`src/rtl/universal_shift_register.sv`:
```
// N-bit universal shift register: hold, shift left/right, parallel load, rotate.
// Counts serial shifts and pulses frame_done once every N shifts.
module universal_shift_register #(
  parameter int unsigned     N           = 4,
  parameter logic [N-1:0]    RESET_VALUE = '0,
  localparam int unsigned    CW          = $clog2(N + 1)
) (
  input  logic          clk,
  input  logic          rst,
  input  logic          ena,
  input  logic [2:0]    mode,
  input  logic          data_in,
  input  logic [N-1:0]  d,
  output logic [N-1:0]  q,
  output logic          serial_out,
  output logic [CW-1:0] count,
  output logic          frame_done
);

  localparam logic [2:0] MODE_HOLD = 3'b000;
  localparam logic [2:0] MODE_SHL  = 3'b001;
  localparam logic [2:0] MODE_SHR  = 3'b010;
  localparam logic [2:0] MODE_LOAD = 3'b011;
  localparam logic [2:0] MODE_ROTL = 3'b100;
  localparam logic [2:0] MODE_ROTR = 3'b101;

  localparam logic [CW-1:0] LAST_SHIFT = CW'(N - 1);

  logic [N-1:0]  q_q, q_d;
  logic [CW-1:0] count_q, count_d;
  logic          done_q, done_d;
  logic          shift_c;

  // Next-state: data path per mode, plus frame counting for serial shifts only
  always_comb begin
    q_d     = q_q;
    count_d = count_q;
    done_d  = 1'b0;
    shift_c = 1'b0;
    if (ena) begin
      case (mode)
        MODE_SHL: begin
          q_d     = {q_q[N-2:0], data_in};
          shift_c = 1'b1;
        end
        MODE_SHR: begin
          q_d     = {data_in, q_q[N-1:1]};
          shift_c = 1'b1;
        end
        MODE_LOAD: begin
          q_d     = d;
          count_d = '0;
        end
        MODE_ROTL: q_d = {q_q[N-2:0], q_q[N-1]};
        MODE_ROTR: q_d = {q_q[0], q_q[N-1:1]};
        MODE_HOLD: q_d = q_q;
        default:   q_d = q_q;
      endcase
      if (shift_c) begin
        if (count_q == LAST_SHIFT) begin
          count_d = '0;
          done_d  = 1'b1;
        end else begin
          count_d = count_q + CW'(1);
        end
      end
    end
  end

  always_ff @(posedge clk) begin
    if (rst) begin
      q_q     <= RESET_VALUE;
      count_q <= '0;
      done_q  <= 1'b0;
    end else begin
      q_q     <= q_d;
      count_q <= count_d;
      done_q  <= done_d;
    end
  end

  assign q          = q_q;
  assign count      = count_q;
  assign frame_done = done_q;
  // Serial output follows the direction data leaves the register
  assign serial_out = ((mode == MODE_SHR) || (mode == MODE_ROTR)) ? q_q[0] : q_q[N-1];

endmodule

```
`config.mk`:
```
export PLATFORM = sky130hd
export DESIGN_NAME = universal_shift_register
export DESIGN_NICKNAME = d
export VERILOG_FILES = /design/src/rtl/universal_shift_register.sv
export SDC_FILE = /design/constraint.sdc
export NUM_CORES = 1
export LEC_CHECK = 0
export BUFFER_PORTS_ARGS = -buffer_cell sky130_fd_sc_hd__buf_4
export CAP_MARGIN = 10
export CORE_AREA = 2 2 39 41
export CTS_CLUSTER_SIZE = 14
export DETAILED_ROUTE_END_ITERATION = 6
export DIE_AREA = 0 0 41 43
export PLACE_DENSITY_LB_ADDON = 0.05
export SYNTH_ARGS = -nofsm -noshare
export SYNTH_HDL_FRONTEND = slang
export SYNTH_SLANG_ARGS = --single-unit
```
`constraint.sdc`:
```
create_clock -name clk -period 3.99 [get_ports clk]
set_input_delay 0.798 -clock clk [delete_from_list [all_inputs] [get_ports clk]]
set_output_delay 0.798 -clock clk [all_outputs]
set_load 0.01 [all_outputs]
```
==> reports/summary.log <==
INFO  timing         slew_viols_final=0
INFO  yosys          synth.avg_cell_area=8.34squm
INFO  yosys          ys_warn_count=0
INFO  drt            drt-initial-drc-count=17
INFO  clock_tree     cts_repair_resize_count=0
INFO  timing         fmax=0.392GHz
INFO  setup_path     worst_path_max_delay_cell=mux2_2
INFO  grt            first_global_vias=488
INFO  setup_path     critPathBufInv=2
INFO  layout         post-route-util=53.4%
INFO  power          cell_internal_pwr=0.146mW
INFO  grt            gr-total-overflow=0
INFO  floorplan      chipWidth=41um
INFO  layout         leading_cell_types_in_the_layout_fill_and_taps_excluded=buf_4, dfxtp_1
INFO  power          clockPowerShare=31.1%
INFO  setup_path     critical_path_arrival=1750ps
INFO  timing         period_share=63.9%
INFO  clock_tree     numCtsBuffers=3
INFO  floorplan      floorplan.initialDensity=43.4%
INFO  drt            routed_wirelength=1.34mm
INFO  placement      place.gp.congestion=0.751
INFO  yosys          synth.cell_area=601squm
INFO  power          cellPowerDensity=275mW/mm^2
INFO  timing         grt_setup_unrepaired=false
INFO  setup_path     critPathRequiredTime=3190ps
INFO  outcome        result_of_the_run=completed
INFO  layout         syn_to_final_growth=23.1%
INFO  setup_path     crit_start=mode[1]
INFO  grt            antenna_found_initial=0
INFO  floorplan      row_count=14
INFO  clock_tree     post_cts_buffers=0
INFO  drt            drcViolationCount=0
INFO  clock_tree     root_buffer=clkbuf_4
INFO  min_path       holdCritStartpoint=count[2]$_SDFFE_PP0P_
INFO  setup_path     cpMostUsedCell=buf_4
INFO  setup_path     crit_path_max_fanout=18
INFO  floorplan      die_h=43um
INFO  timing         slew_headroom=79.7%
INFO  timing         finalWorstPathRequiredPeriod=2550ps
INFO  power          power.net_switching=0.0580mW
INFO  yosys          netlist_instances=72
INFO  yosys          post-synth-top-area-fraction=26.7%
INFO  layout         finish.net_count=101
INFO  setup_path     critical_path.reg2reg.startpoint=q[3]$_SDFFE_PP0P_
INFO  grt            grt_start_max_net_pins=20
INFO  setup_path     setup.worst_path.end_class=output port
INFO  power          sw_frac_of_total=28.5%
INFO  layout         antenna_cells_inserted=0
INFO  timing         setup_viol_count_final=0
INFO  yosys          ys_seq_elements=8
INFO  setup_path     timing.critical_path.from_type=input pin
INFO  run            drv.max_cap_violation_count=0
INFO  clock_tree     clkLatencyLatePin=260ps
INFO  drt            wl_per_cell=13.0um
INFO  clock_tree     cts_tree=done
INFO  floorplan      die-area=0.00176sqmm
INFO  setup_path     critPathTopFamily=multiplexers
INFO  clock_tree     cts_max_path_buffers=2
INFO  clock_tree     h-tree-depth=1
INFO  timing         max_slew.worst_pin.slew=301ps
INFO  yosys          yosys.cell_types.count=35
INFO  drt            antenna_violating_nets_post_route=0
INFO  setup_path     type_of_the_worst_setup_path=in2out
INFO  clock_tree     holdBufCountCts=0
INFO  yosys          post_synthesis_net_count=84
INFO  layout         share_of_cells_above_drive_strength_1=31.0%
INFO  timing         final.setup_skew=4.48ps
INFO  power          power_frac_comb=25.8%
INFO  placement      total_half_perimeter_wirelength_after_legalization_and_detailed_placement=953um
INFO  floorplan      boundaryPins=20
INFO  placement      numPortBuffers=19
INFO  power          leakage_component_of_the_power=0.315nW
INFO  power          fraction_of_power_consumed_by_sequential_logic=43.2%
INFO  min_path       holdCritPathClass=reg2reg
INFO  drt            routed_via_density=5.83
INFO  yosys          synth_seq_area_share=26.7%
INFO  layout         most_common_cell_after_layout_fill_and_taps_aside=buf_4
INFO  timing         number_of_hold_violations_in_the_final_report=0
INFO  setup_path     timing.critical_path.cells=buf_4 > and3b_1 > nor2_1 > mux2_2 > buf_4
INFO  floorplan      design.core.area=0.00138sqmm
INFO  drt            vias=600
INFO  clock_tree     clkSinkCount=8
INFO  power          final_power=0.203mW
INFO  setup_path     timing.critical_path.slowest_cell_delay=330ps
INFO  yosys          synth_top_cell_by_area=dfxtp_1
INFO  power          max-vdd-ir-drop=0.150mV
INFO  yosys          post_synth_main_area_contributors=dfxtp_1, a221oi_1, a21boi_0
INFO  clock_tree     path_clk_slew=60ps
INFO  grt            grt_usage=18.3%
INFO  grt            grt_first_pass_wirelength=2.13mm
INFO  drt            detailedRoute.firstPassIterationCount=4
INFO  timing         hold-worst-slack=485ps
INFO  timing         fin_setup_tns=0ps
[through the flow]
stage	setup WS (ps)	cells	instance area, sq um
floorplan	1610	72	601
global placement	1450	100	717
detailed placement	1440	100	717
CTS	1430	103	739
global route	1340	103	739
finish	1440	103	739
[power by group through the flow]
stage	logic (mW)	registers, mW	clock network, mW
2_1_floorplan	0.0340	0.0904	0
3_3_place_gp	0.0522	0.0898	0
3_5_place_dp	0.0525	0.0897	0
4_1_cts	0.0527	0.0879	0.0656
5_1_grt	0.0582	0.0889	0.0695
6_report	0.0525	0.0878	0.0632
[final cells by class]
cell class,instances,area [sq um]
Clock buffer,3,22.5
Fill cell,150,644
Inverter,4,15.0
Multi-Input combinational cell,53,379
Sequential cell,8,160
Tap cell,16,20.0
Timing Repair Buffer,19,143
[worst paths after layout]
path / endpoint / cells after the start / slack (ps)
worst min register to register: count[2]$_SDFFE_PP0P_ / 1 / 480
worst min-delay path: count[2]$_SDFFE_PP0P_ / 1 / 480
worst max-delay path: serial_out / 5 / 1440
worst max register to register: q[0]$_SDFFE_PP0P_ / 3 / 2740
[sequential cells by signal (all words and copies together) (netlist names)]
register / cells
q: 4
count: 3
frame_done: 1
[metal layers]
layer,part of all wire (%),track usage [%],up-vias
met5,0,0,-
met1,46,25.3,279
met2,46,24.4,18
met4,2.2,10.0,0
met3,6.6,5.24,5
li1,-,-,298
[Yosys cell counts]
master and count:
a21boi_0 3, a21o_1 2, a21oi_1 4, a221oi_1 4
a22o_1 1, a311o_1 1, a311oi_1 1, a31oi_1 1
a32oi_1 1, and3b_1 1, buf_1 1, buf_2 4
buf_6 2, dfxtp_1 8, ha_1 1, inv_1 4
mux2_2 2, nand2_1 3, nand2b_1 3, nand3_1 1
nand4_1 1, nand4b_1 1, nor2_1 3, nor2b_1 2
nor3_1 1, nor3b_1 2, o21a_1 1, o21ai_0 4
o21ba_2 1, o21bai_1 3, o41ai_1 1, or3_4 1
or3b_1 1, or3b_2 1, xor2_1 1
[cells by family (layout without fill, tap and decap cells)]
| family | after synthesis | after routing | share of synthesized area [%] |
|---|---|---|---|
| AO/OA/AOI/OAI | 28 | 28 | 34.0 |
| AND/OR/NAND/NOR | 21 | 21 | 21.9 |
| buffers and inverters | 11 | 26 | 10.2 |
| flip-flops | 8 | 8 | 26.7 |
| multiplexers | 2 | 2 | 3.75 |
| adder cells (fa/ha/maj) | 1 | 1 | 2.08 |
| XOR/XNOR | 1 | 1 | 1.46 |
(Power assumes the default switching activity.)
